File: src/rtl/uart_transceiver.sv
// Full-duplex 8N1 UART: registered TX serializer and a synchronized RX
// deserializer that feeds a show-ahead FIFO with sticky overrun/framing flags.
module uart_transceiver #(
  parameter int unsigned CLKS_PER_BIT = 868,
  parameter int unsigned RX_DEPTH     = 4
) (
  input  logic       clk,
  input  logic       rst,
  input  logic [7:0] tx_data,
  input  logic       tx_we,
  output logic       tx_busy,
  output logic [7:0] rx_data,
  output logic       rx_valid,
  input  logic       rx_re,
  input  logic       err_clr,
  output logic       rx_overrun,
  output logic       rx_frame_err,
  input  logic       uart_rxd,
  output logic       uart_txd
);

  localparam int unsigned CW = $clog2(CLKS_PER_BIT);
  localparam int unsigned AW = $clog2(RX_DEPTH);
  localparam int unsigned PW = AW + 1;

  localparam logic [CW-1:0] BIT_LAST  = CW'(CLKS_PER_BIT - 1);
  localparam logic [CW-1:0] HALF_LAST = CW'(CLKS_PER_BIT / 2 - 1);

  localparam logic [1:0] S_IDLE  = 2'd0;
  localparam logic [1:0] S_START = 2'd1;
  localparam logic [1:0] S_DATA  = 2'd2;
  localparam logic [1:0] S_STOP  = 2'd3;

  logic [1:0]    tx_state_q, tx_state_d;
  logic [CW-1:0] tx_cnt_q, tx_cnt_d;
  logic [2:0]    tx_bit_q, tx_bit_d;
  logic [7:0]    tx_shift_q, tx_shift_d;
  logic          txd_q, txd_d;

  logic          sync1_q, sync1_d;
  logic          sync2_q, sync2_d;
  logic          rxd_prev_q, rxd_prev_d;
  logic [1:0]    rx_state_q, rx_state_d;
  logic [CW-1:0] rx_cnt_q, rx_cnt_d;
  logic [2:0]    rx_bit_q, rx_bit_d;
  logic [7:0]    rx_shift_q, rx_shift_d;
  logic          rx_push, rx_frame_set;

  logic [7:0]    mem_q [RX_DEPTH];
  logic [7:0]    mem_d [RX_DEPTH];
  logic [PW-1:0] wr_q, wr_d;
  logic [PW-1:0] rd_q, rd_d;
  logic          ovr_q, ovr_d;
  logic          fe_q, fe_d;
  logic          fifo_empty, fifo_full, do_pop, do_push, ovr_set;

  // TX: txd_d carries the level of the bit being entered so the line is a flop.
  always_comb begin
    tx_state_d = tx_state_q;
    tx_cnt_d   = tx_cnt_q;
    tx_bit_d   = tx_bit_q;
    tx_shift_d = tx_shift_q;
    txd_d      = txd_q;
    case (tx_state_q)
      S_IDLE: begin
        if (tx_we) begin
          tx_shift_d = tx_data;
          tx_cnt_d   = '0;
          tx_state_d = S_START;
          txd_d      = 1'b0;
        end
      end
      S_START: begin
        if (tx_cnt_q == BIT_LAST) begin
          tx_cnt_d   = '0;
          tx_bit_d   = '0;
          tx_state_d = S_DATA;
          txd_d      = tx_shift_q[0];
        end else begin
          tx_cnt_d = tx_cnt_q + CW'(1);
        end
      end
      S_DATA: begin
        if (tx_cnt_q == BIT_LAST) begin
          tx_cnt_d = '0;
          if (tx_bit_q == 3'd7) begin
            tx_state_d = S_STOP;
            txd_d      = 1'b1;
          end else begin
            tx_bit_d   = tx_bit_q + 3'd1;
            tx_shift_d = {1'b0, tx_shift_q[7:1]};
            txd_d      = tx_shift_q[1];
          end
        end else begin
          tx_cnt_d = tx_cnt_q + CW'(1);
        end
      end
      default: begin
        if (tx_cnt_q == BIT_LAST) begin
          tx_cnt_d   = '0;
          tx_state_d = S_IDLE;
        end else begin
          tx_cnt_d = tx_cnt_q + CW'(1);
        end
      end
    endcase
  end

  // RX: only a synchronized 1->0 edge arms the receiver, so a stuck-low line stays idle.
  always_comb begin
    sync1_d      = uart_rxd;
    sync2_d      = sync1_q;
    rxd_prev_d   = sync2_q;
    rx_state_d   = rx_state_q;
    rx_cnt_d     = rx_cnt_q;
    rx_bit_d     = rx_bit_q;
    rx_shift_d   = rx_shift_q;
    rx_push      = 1'b0;
    rx_frame_set = 1'b0;
    case (rx_state_q)
      S_IDLE: begin
        if (rxd_prev_q && !sync2_q) begin
          rx_cnt_d   = '0;
          rx_state_d = S_START;
        end
      end
      S_START: begin
        if (rx_cnt_q == HALF_LAST) begin
          rx_cnt_d   = '0;
          rx_bit_d   = '0;
          rx_state_d = sync2_q ? S_IDLE : S_DATA;
        end else begin
          rx_cnt_d = rx_cnt_q + CW'(1);
        end
      end
      S_DATA: begin
        if (rx_cnt_q == BIT_LAST) begin
          rx_cnt_d   = '0;
          rx_shift_d = {sync2_q, rx_shift_q[7:1]};
          if (rx_bit_q == 3'd7) rx_state_d = S_STOP;
          else                  rx_bit_d   = rx_bit_q + 3'd1;
        end else begin
          rx_cnt_d = rx_cnt_q + CW'(1);
        end
      end
      default: begin
        if (rx_cnt_q == BIT_LAST) begin
          rx_cnt_d     = '0;
          rx_state_d   = S_IDLE;
          rx_push      = sync2_q;
          rx_frame_set = !sync2_q;
        end else begin
          rx_cnt_d = rx_cnt_q + CW'(1);
        end
      end
    endcase
  end

  // A pop in the same cycle frees the slot, so push-while-full is only an overrun without one.
  always_comb begin
    fifo_empty = (wr_q == rd_q);
    fifo_full  = (wr_q[PW-1] != rd_q[PW-1]) && (wr_q[AW-1:0] == rd_q[AW-1:0]);
    do_pop     = rx_re && !fifo_empty;
    do_push    = rx_push && (!fifo_full || do_pop);
    ovr_set    = rx_push && fifo_full && !do_pop;
    mem_d      = mem_q;
    if (do_push) mem_d[wr_q[AW-1:0]] = rx_shift_q;
    wr_d  = wr_q + PW'(do_push);
    rd_d  = rd_q + PW'(do_pop);
    ovr_d = ovr_set      ? 1'b1 : (err_clr ? 1'b0 : ovr_q);
    fe_d  = rx_frame_set ? 1'b1 : (err_clr ? 1'b0 : fe_q);
  end

  always_ff @(posedge clk or negedge rst) begin
    if (!rst) begin
      tx_state_q <= S_IDLE;
      tx_cnt_q   <= '0;
      tx_bit_q   <= '0;
      tx_shift_q <= '0;
      txd_q      <= 1'b1;
      sync1_q    <= 1'b1;
      sync2_q    <= 1'b1;
      rxd_prev_q <= 1'b1;
      rx_state_q <= S_IDLE;
      rx_cnt_q   <= '0;
      rx_bit_q   <= '0;
      rx_shift_q <= '0;
      mem_q      <= '{default: '0};
      wr_q       <= '0;
      rd_q       <= '0;
      ovr_q      <= 1'b0;
      fe_q       <= 1'b0;
    end else begin
      tx_state_q <= tx_state_d;
      tx_cnt_q   <= tx_cnt_d;
      tx_bit_q   <= tx_bit_d;
      tx_shift_q <= tx_shift_d;
      txd_q      <= txd_d;
      sync1_q    <= sync1_d;
      sync2_q    <= sync2_d;
      rxd_prev_q <= rxd_prev_d;
      rx_state_q <= rx_state_d;
      rx_cnt_q   <= rx_cnt_d;
      rx_bit_q   <= rx_bit_d;
      rx_shift_q <= rx_shift_d;
      mem_q      <= mem_d;
      wr_q       <= wr_d;
      rd_q       <= rd_d;
      ovr_q      <= ovr_d;
      fe_q       <= fe_d;
    end
  end

  assign tx_busy      = (tx_state_q != S_IDLE);
  assign uart_txd     = txd_q;
  assign rx_valid     = !fifo_empty;
  assign rx_data      = fifo_empty ? 8'h00 : mem_q[rd_q[AW-1:0]];
  assign rx_overrun   = ovr_q;
  assign rx_frame_err = fe_q;

endmodule

File: config.mk
export PLATFORM = sky130hd
export DESIGN_NAME = uart_transceiver
export DESIGN_NICKNAME = d
export VERILOG_FILES = /design/src/rtl/uart_transceiver.sv
export SDC_FILE = /design/constraint.sdc
export NUM_CORES = 1
export LEC_CHECK = 0
export BUFFER_PORTS_ARGS = -buffer_cell sky130_fd_sc_hd__buf_2
export CORE_MARGIN = 3
export CORE_UTILIZATION = 44
export CTS_BUF_LIST = sky130_fd_sc_hd__clkbuf_4
export DETAILED_ROUTE_END_ITERATION = 7
export MAX_ROUTING_LAYER = met4
export SLEW_MARGIN = 20
export SYNTH_ARGS = -nofsm -noshare
export SYNTH_HDL_FRONTEND = slang
export SYNTH_SLANG_ARGS = --single-unit
File: constraint.sdc
create_clock -name clk -period 2.31 [get_ports clk]
set_input_delay 0.462 -clock clk [delete_from_list [all_inputs] [get_ports clk]]
set_output_delay 0.462 -clock clk [all_outputs]
set_load 0.01 [all_outputs]
## After elaboration in Yosys (flattened, before gate mapping)

Index checks and enable logic that the tools add are counted.

- Register bits after elaboration: 90
- Input port bits: 14
- Output and inout port bits: 13
- Word-level logic and storage cells: 135

- Add/sub/neg operators: 6
- Order comparisons: 3
- Equal/unequal tests: 22
- Multiplexer cells: 51
- Bitwise gates (word level): 2
- Reduce and logical (&&, ||, !) cells: 31

Operators by type and width:

| cell | count |
|---|---|
| 10-bit two-way mux | 6 |
| 8-bit two-way mux | 7 |
| 32-bit bitwise mux | 1 |
| 2-bit two-way mux | 11 |
| 10-bit by 1-bit adder with 10-bit output (second input constant) | 2 |
| 10-bit equality test (second input constant) | 2 |
| 2-bit inequality test (second input constant) | 10 |
| 10-bit case mux with 2 select lines | 1 |
| 3-bit two-way mux | 6 |
| 8-bit binary-select mux with 2-bit select | 1 |
| 8-bit demux with 2-bit select | 1 |
| 8-bit case mux with 2 select lines | 1 |
| 4-bit AND reduction | 4 |
| 2-bit nonzero test | 7 |
| 2-bit case mux with 3 select lines | 2 |
| 3-bit case mux with 2 select lines | 2 |
| 1-bit two-way mux | 11 |
| 10-bit by 9-bit equality test with 1-bit output (second input constant) | 1 |
| 5-bit AND reduction | 2 |
| 1-bit logical AND | 7 |
| 3-bit by 1-bit adder with 3-bit output | 2 |
| 3-bit by 1-bit adder with 3-bit output (second input constant) | 2 |
| 3-bit equality test (second input constant) | 2 |
| 3-bit >= comparator (second input constant) | 2 |
| 14 further kinds | 22 |

## Longest topological paths before layout

Gate-level depths: netlist (run 1).

- Word-level depth: 6
- Mapped depth: 8
- Depth with buffers taken out: 7

## Least setup slack after synthesis (run 1)

Ideal clock, no wire load.

- Kind: register to register
- Start: reg rx_cnt_q[0]
- End: reg mem_q[24] (netlist name)
- Setup time: 125 ps
- Arrival time: 2233 ps
- Data required time: 2185 ps
- Setup slack: -48 ps
- Stages on the path, launching flop included: 9
- Path buffers: 2
- Period minus slack after synthesis: 2358 ps
- Cells stage by stage: dfrtp_1 ha_1 and4bb_2 nand3_1 or3_1 buf_2 or3_1 buf_6 mux2_4

- Longest elaborated chain between the ends: 4

Ends and longest elaborated chain:

| item | RTL line | RTL |
|---|---|---|
| start, declared | 44 | `logic [CW-1:0] rx_cnt_q, rx_cnt_d;` |
| start signal, assigned | 203 | `rx_cnt_q <= rx_cnt_d;` |
| 10-bit equality test | 147 | `if (rx_cnt_q == BIT_LAST) begin` |
| 1-bit two-way mux | 147 |  |
| 1-bit two-way mux | 120 | `case (rx_state_q)` |
| 1-bit logical AND | 164 | `do_push = rx_push && (!fifo_full \|\| do_pop);` |
| end signal, assigned | 206 | `mem_q <= mem_d;` |
| end, declared | 49 | `logic [7:0] mem_q [RX_DEPTH];` |

No other way between the ends.
A chain may end at the register's enable or synchronous reset.

## Worst setup path in the final report (run 1)

- Start: reg rd_q[0]
- End: out rx_data[7]

- Longest elaborated chain between the ends: 5
- Elaborated cells on any way between the ends: 6
- Classes of those cells: 1 x eq/ne; 4 x mux; 1 x bitwise

Ends and longest elaborated chain:

| item | RTL line | RTL |
|---|---|---|
| start, declared | 52 | `logic [PW-1:0] rd_q, rd_d;` |
| start signal, assigned | 208 | `rd_q <= rd_d;` |
| 2-bit inverter with 3-bit output (not written as such) | 217 | `assign rx_data = fifo_empty ? 8'h00 : mem_q[rd_q[AW-1:0]];` |
| 8-bit binary-select mux with 2-bit select | 217 |  |
| 8-bit two-way mux (not written as such) (2 in a row) | 217 |  |
| 8-bit two-way mux (*) | 217 |  |
| end, declared | 12 | `output logic [7:0] rx_data,` |

Mark *: on every way between the ends. The rest lies on a longest branch, timed or not. The select of a mux whose other input is x is not followed.

==> out/metrics.cfg, run 1 <==
[floorplanning]
coreArea_sq_mm = 0.00982
start_util_pct = 45.4
dieHeight_microns = 107
dieArea_sq_mm = 0.0114
rows = 36
pin_count = 27
die_w_microns = 107

[route]
drt_iter0_drc = 150
drt-wirelength-per-cell_microns = 15.3
dr.pass1.iters = 4
vias_per_cell = 5.31
num_vias = 3008
drt_wl_total_microns = 8650
drc = 0
ant_nets = 0

[pwr]
total_power_mw = 3.19
powerDensity_mw_per_mm2 = 614
peakVddDrop_mv = 0.376
leakagePower_nw = 2.48

[timing]
fin_crit_ps = 2250
max-slew-margin-rel_pct = 53.8
worstMarginPinSlew_ps = 689
fin_worst_skew_ps = 17.7
finalSetupViolations = 0
hold_violations = 0
fin_tns_setup_ps = 0
post-route-period-util_pct = 97.6
fmax_mhz = 444
rsz0062_at_grt = true
finalMaxSlewViolations = 0

[global_route]
grt_usage_pct = 17.0
overflow = 0
grt_start_max_net_pins = 40
grt_pass1_vias = 3061
grt_antenna_before_repair = 0
grt_pass1_wl_microns = 15100

[layout]
stdcell_count = 567
post-route-cell-area_sq_mm = 0.00519
diodes = 0
multiInputGateArea_sq_mm = 0.00214
layout_commonest_cell = dfrtp_1
mostFrequentLayoutCells = dfrtp_1 (86), mux2_2 (50), buf_4 (33)
seqCellArea_sq_mm = 0.00226
nets = 458
syn2layout_area_growth_pct = 16.6
final_layout_size_suffix_gt1_share_pct = 37.8
fillCellCount = 886

[setup_path]
cpMaxStageDelayCell = mux4_2
rr_endpoint = mem_q[8]
critical_path.startpoint = rd_q[0]
arrival_ps = 1790
startpoint_type = flip-flop
reg2reg_slack_ps = 90
critPathKind = reg -> out
crit_end = rx_data[7]
path_cells = buf_6 -> mux4_2 -> nor2b_1 -> buf_2
cp.required_ps = 1850
slowest_delay_ps = 510
cp_max_fo = 5
r2r_cells = 8
cp-end-kind = primary output
rr_startpoint = rx_cnt_q[0]

[clock_network]
cts.sinks = 90
insertion_delay_ps = 440
path_clk_slew_ps = 150
root_buffer = clkbuf_4
cts-buffers-inserted = 9
cts_buffer_depth = 2
cts_tree = built
htree_levels = 3

[placed_design]
dpl_cell_area_sq_mm = 0.00496
io_buffers = 26
post-place-cells = 543
place.gp.congestion = 0.799
dp_hpwl_microns = 6030

[synthesis]
syn_inst = 365
synth_seq_cells = 90
syn-cell-area_sq_mm = 0.00446
syn_nets = 394
ys.flop_type = dfrtp_1
yosys.cell_types.count = 52
ys_async_sr_fraction_pct = 100
ys_warn_count = 0
synth.avg_cell_area_sq_um = 12.2
seq_area_frac_synth_pct = 50.7
synth_edf_count = 0

[hold_path]
min-delay-path-class = in -> reg
whs_path_depth = 1
min_from = uart_rxd

[status]
outcome = finished clean

[flow_run]
drv_cap = 0

## worst max-delay path: cells and delay by family (launching register included)
family | cells | cell delay, ps
buf+inv | 2 | 290
flops | 1 | 420
mux | 1 | 510
simple gates | 1 | 150
## registers in the layout, summed over array words and instances (netlist names)
| register | flops |
|---|---|
| tx_bit_q | 3 |
| tx_shift_q | 8 |
| uart_txd | 1 |
| rx_frame_err | 1 |
| rx_overrun | 1 |
| rx_bit_q | 3 |
| rx_state_q | 2 |
| tx_state_q | 2 |
| rx_shift_q | 8 |
| rxd_prev_q | 1 |
| sync1_q | 1 |
| wr_q | 3 |
| mem_q | 32 |
| tx_cnt_q | 10 |
| rxd_prev_d | 1 |
| rx_cnt_q | 10 |
| rd_q | 3 |
## metal layers
metal | GRT usage (%) | wire, microns | vias to the layer above
met5 | - | 0 | -
met4 | 4.66 | 102 | 0
met3 | 3.91 | 348 | 9
met2 | 25.3 | 3890 | 61
met1 | 23.7 | 4310 | 1474
li1 | - | - | 1464
## power breakdown
part	switching, mW	leakage (nW)	internal, mW
Clock	0.589	0.0684	0.243
Combinational	0.316	1.21	0.315
Sequential	0.0701	1.20	1.66
Total	0.975	2.48	2.22
## how the worst min path moves through the flow
stage                 endpoint
detailed placement  rxd_prev_d
global placement    rxd_prev_d
floorplan             mem_q[0]
CTS                    sync1_q
finish                 sync1_q
global route           sync1_q
## what timing repair did
action / 4_1_cts / 5_1_grt
resized for setup: 2 / 8
pin swaps: 1 / 2
endpoints found under the hold margin: 35 / 0
endpoints found under the setup margin: 16 / 38
gates cloned: 1 / 1
setup buffers: 2 / 3
hold buffers: 1 / 0
## synthesized netlist by cell type, types with 2 or more instances
| master | instances | area share (%) |
|---|---|---|
| ha_1 | 15 | 4.2 |
| dfstp_2 | 4 | 2.4 |
| clkbuf_1 | 8 | 0.67 |
| o211ai_1 | 3 | 0.51 |
| nor3_1 | 6 | 0.67 |
| nand3_1 | 11 | 1.2 |
| o22ai_1 | 3 | 0.42 |
| nor2_1 | 14 | 1.2 |
| nor3b_1 | 2 | 0.34 |
| dfrtp_1 | 86 | 48 |
| mux2_2 | 50 | 13 |
| a21oi_1 | 4 | 0.45 |
| nor3b_4 | 2 | 0.84 |
| o21ai_1 | 2 | 0.22 |
| nor4_1 | 3 | 0.42 |
| a21o_1 | 2 | 0.34 |
| o31ai_1 | 5 | 0.84 |
| buf_2 | 2 | 0.22 |
| xnor2_1 | 4 | 0.79 |
| o21ai_0 | 22 | 2.5 |
| mux4_2 | 8 | 4.0 |
| nand2_1 | 27 | 2.3 |
| mux2_4 | 8 | 2.7 |
| nand2b_1 | 4 | 0.56 |
| mux2i_1 | 3 | 0.67 |
| xor2_1 | 5 | 0.98 |
| or2_2 | 2 | 0.28 |
| or3_1 | 4 | 0.56 |
| a22o_1 | 6 | 1.2 |
| a32o_1 | 2 | 0.45 |
| nor2b_1 | 12 | 1.7 |
| and4_1 | 2 | 0.39 |
| nand4_1 | 3 | 0.42 |
| and3_1 | 2 | 0.28 |
| a31oi_1 | 4 | 0.56 |
| inv_1 | 9 | 0.76 |
## per-stage QoR
stage | worst slack (ps) | util [%] | hold WS (ps)
after floorplan | 22.0 | - | 166
after global placement | 34.9 | 50.5 | 357
after detailed placement | -20.0 | 50.5 | 353
after CTS | 15.1 | 52.3 | 87.0
after global routing | -66.6 | 52.9 | 58.2
final | 55.3 | 52.9 | 114
## cell families after synthesis
| group | after synthesis | synth area share, % |
|---|---|---|
| xor gates and xnor gates | 9 | 1.77 |
| DFF | 90 | 50.7 |
| buffers and inverters | 22 | 2.16 |
| AOI/OAI and AO/OA | 58 | 8.34 |
| and+or+nand+nor | 102 | 12.8 |
| adders and majority gates | 15 | 4.21 |
| muxes | 69 | 20.1 |
## final cells by class
class                      count  share of cell area, %
clock buffer                   9                   1.30
clock inverter                 7                   1.16
inverter                      10                  0.723
multi-input combinational    253                   41.1
sequential                    90                   43.4
tap                          133                   3.20
timing repair buffer          65                   9.06
(Power assumes the default switching activity.)
==> inputs of run 2 (changes only) <==
==> constraint.sdc (replaced) <==
create_clock -name clk -period 2 [get_ports clk]
set_input_delay 0.4 -clock clk [delete_from_list [all_inputs] [get_ports clk]]
set_output_delay 0.4 -clock clk [all_outputs]
set_load 0.01 [all_outputs]
==> out/metrics.cfg, run 2 (synthesis results as in run 1) <==
[route]
vias_per_cell = 5.30  ; was 5.31
drt-wirelength-per-cell_microns = 15.6  ; was 15.3 microns
drc = 0  ; unchanged
drt_iter0_drc = 117  ; was 150
top_layer_used = met4  ; unchanged
drt_wl_total_microns = 9290  ; was 8650 microns
wl_met1_microns = 4630  ; was 4310 microns
num_vias = 3161  ; was 3,008
dr_wl_met2_microns = 4290  ; was 3890 microns
dr.pass1.iters = 4  ; unchanged
ant_nets = 0  ; unchanged
dr_wl_met3_microns = 262  ; was 348 microns

[global_route]
overflow = 0  ; unchanged
grt_pass1_wl_microns = 15800  ; was 15,100 microns
grt_usage_pct = 17.9  ; was 17.0%
grt_antenna_before_repair = 0  ; unchanged
grt_start_max_net_pins = 35  ; was 40
grt_pass1_vias = 3262  ; was 3,061

[timing]
hold_violations = 0  ; unchanged
fin_tns_setup_ps = -6120  ; was 0 ps
fmax_mhz = 452
max-slew-margin-rel_pct = 64.4  ; was 53.8%
worstMarginPinSlew_ps = 529  ; was 689 ps
fin_worst_skew_ps = 32.9  ; was 17.7 ps
setup_ws_ps = -213  ; was 55.3 ps
finalSetupViolations = 41  ; was 0
fin_crit_ps = 2210
rsz0062_at_grt = true  ; unchanged
post-route-period-util_pct = 111
finalMaxSlewViolations = 0  ; unchanged

[floorplanning]
start_util_pct = 45.4  ; unchanged
rows = 36  ; unchanged
dieArea_sq_mm = 0.0114  ; unchanged
die_w_microns = 107  ; unchanged
pin_count = 27  ; unchanged
dieHeight_microns = 107  ; unchanged
coreArea_sq_mm = 0.00982  ; unchanged

[pwr]
swShare_pct = 30.6  ; about the same
total_power_mw = 3.75  ; was 3.19 mW
power_frac_comb_pct = 20.9  ; was 19.8%
leakagePower_nw = 2.70  ; was 2.48 nW
p_int_mw = 2.60  ; was 2.22 mW
peakVddDrop_mv = 0.301  ; was 0.376 mV
p_sw_mw = 1.15  ; was 0.975 mW
powerDensity_mw_per_mm2 = 661  ; was 614 mW/mm^2
p_seq_share_pct = 53.0  ; was 54.2%
p_clk_share_pct = 26.1  ; about the same

[setup_path]
critPathKind = reg -> reg  ; was reg -> out
cp-end-kind = flip-flop  ; was primary output
startpoint_type = flip-flop  ; unchanged
cp.required_ps = 2330  ; was 1850 ps
cp_max_fo = 8  ; was 5
arrival_ps = 2540  ; was 1790 ps

[clock_network]
cts_tree = built  ; unchanged
root_buffer = clkbuf_4  ; unchanged
cts-buffers-inserted = 9  ; unchanged
cts.sinks = 90  ; unchanged
cts_buffer_depth = 2  ; unchanged
path_clk_slew_ps = 160  ; was 150 ps
htree_levels = 3  ; unchanged
insertion_delay_ps = 440  ; about the same

[layout]
fillCellCount = 847  ; was 886
mostFrequentLayoutCells = dfrtp_1 (86), buf_4 (56), mux2_4 (38)  ; was dfrtp_1 (86), mux2_2 (50), buf_4 (33)
multiInputGateArea_sq_mm = 0.00233  ; was 0.00214 sq mm
layout_commonest_cell = dfrtp_1  ; unchanged
largest-register = mem_q  ; unchanged
top_regs = mem_q: 32 flops, rx_cnt_q: 10 flops, tx_cnt_q: 10 flops  ; unchanged
nets = 487  ; was 458
syn2layout_area_growth_pct = 27.3  ; was 16.6%
final_layout_size_suffix_gt1_share_pct = 44.7  ; was 37.8%
diodes = 0  ; unchanged
seqCellArea_sq_mm = 0.00226  ; unchanged
stdcell_count = 596  ; was 567
largest_reg_flops = 32  ; unchanged

[status]
outcome = complete, but fails checks  ; was finished clean
failed_checks = negative setup slack

[placed_design]
dp_hpwl_microns = 6550  ; was 6030 microns
place.gp.congestion = 0.824  ; was 0.799
post-place-cells = 571  ; was 543
io_buffers = 26  ; unchanged

[flow_run]
drv_cap = 0  ; unchanged

[hold_path]
min-delay-path-class = in -> reg  ; unchanged

==> run 2: power groups by stage <==
stage	sequential (mW)	clock [mW]	combinational (mW)
after global placement	2.01	0	0.709
final	1.98	0.979	0.785
after CTS	1.99	1.03	0.787
after detailed placement	2.01	0	0.732
after global routing	2.00	1.10	0.876
after floorplan	2.02	0	0.390
==> run 2: stage by stage <==
| stage | cell area (sq um) | hold WS (ps) | setup WS, ps | util (%) |
|---|---|---|---|---|
| 3_5_place_dp | 5240 | 347 | -225 | 53.4 |
| 4_1_cts | 5530 | 1.77 | -251 | 56.3 |
| 3_3_place_gp | 5240 | 346 | -173 | 53.4 |
| 2_1_floorplan | 4500 | 104 | -287 | - |
| 6_report | 5670 | 40.1 | -213 | 57.8 |
| 5_1_grt | 5670 | 1.97 | -306 | 57.8 |
==> run 2: path summary, 6_finish.rpt <==
path | start | slack [ps] | to | depth (start not counted)
min in group asynchronous | rst | 420 | rx_cnt_q[3] | 2
worst min register to register | sync1_q | 390 | rxd_prev_d | 0
max in group asynchronous | rst | 890 | rxd_prev_d | 3
worst max-delay path | rx_cnt_q[0] | -210 | mem_q[13] | 8
worst min-delay path | uart_rxd | 40 | sync1_q | 1
worst max register to register | rx_cnt_q[0] | -210 | mem_q[13] | 8
==> run 2: metal layers <==
metal | up-vias | global-route usage (%)
met4 | 0 | 6.21
met5 | - | -
li1 | 1527 | -
met3 | 9 | 2.53
met1 | 1578 | 25.6
met2 | 47 | 26.3
==> run 2: area by class of cell <==
cell class                 count  share of cell area [%]
clock buffer                   9                    1.19
clock inverter                 7                    1.21
inverter                      10                   0.662
multi-input combinational    253                    41.2
sequential                    90                    39.8
tap                          133                    2.93
timing repair buffer          94                    13.1
==> run 2: timing repair <==
action                     CTS  global route
pin swaps                    4            12
cloned                       2             0
setup buffers                1             7
hold endpoints to repair    27             0
hold buffers                 1             0
setup endpoints to repair   58            69
gates resized for setup     34            26
==> run 2: critical path, stage by stage, from the launching register on <==
cell and delay (ps):
dfrtp_1 390, ha_2 170, and4bb_2 260, nand3_2 100, or3_4 360, buf_6 140
nor3b_4 210, buf_12 170, mux2_4 300
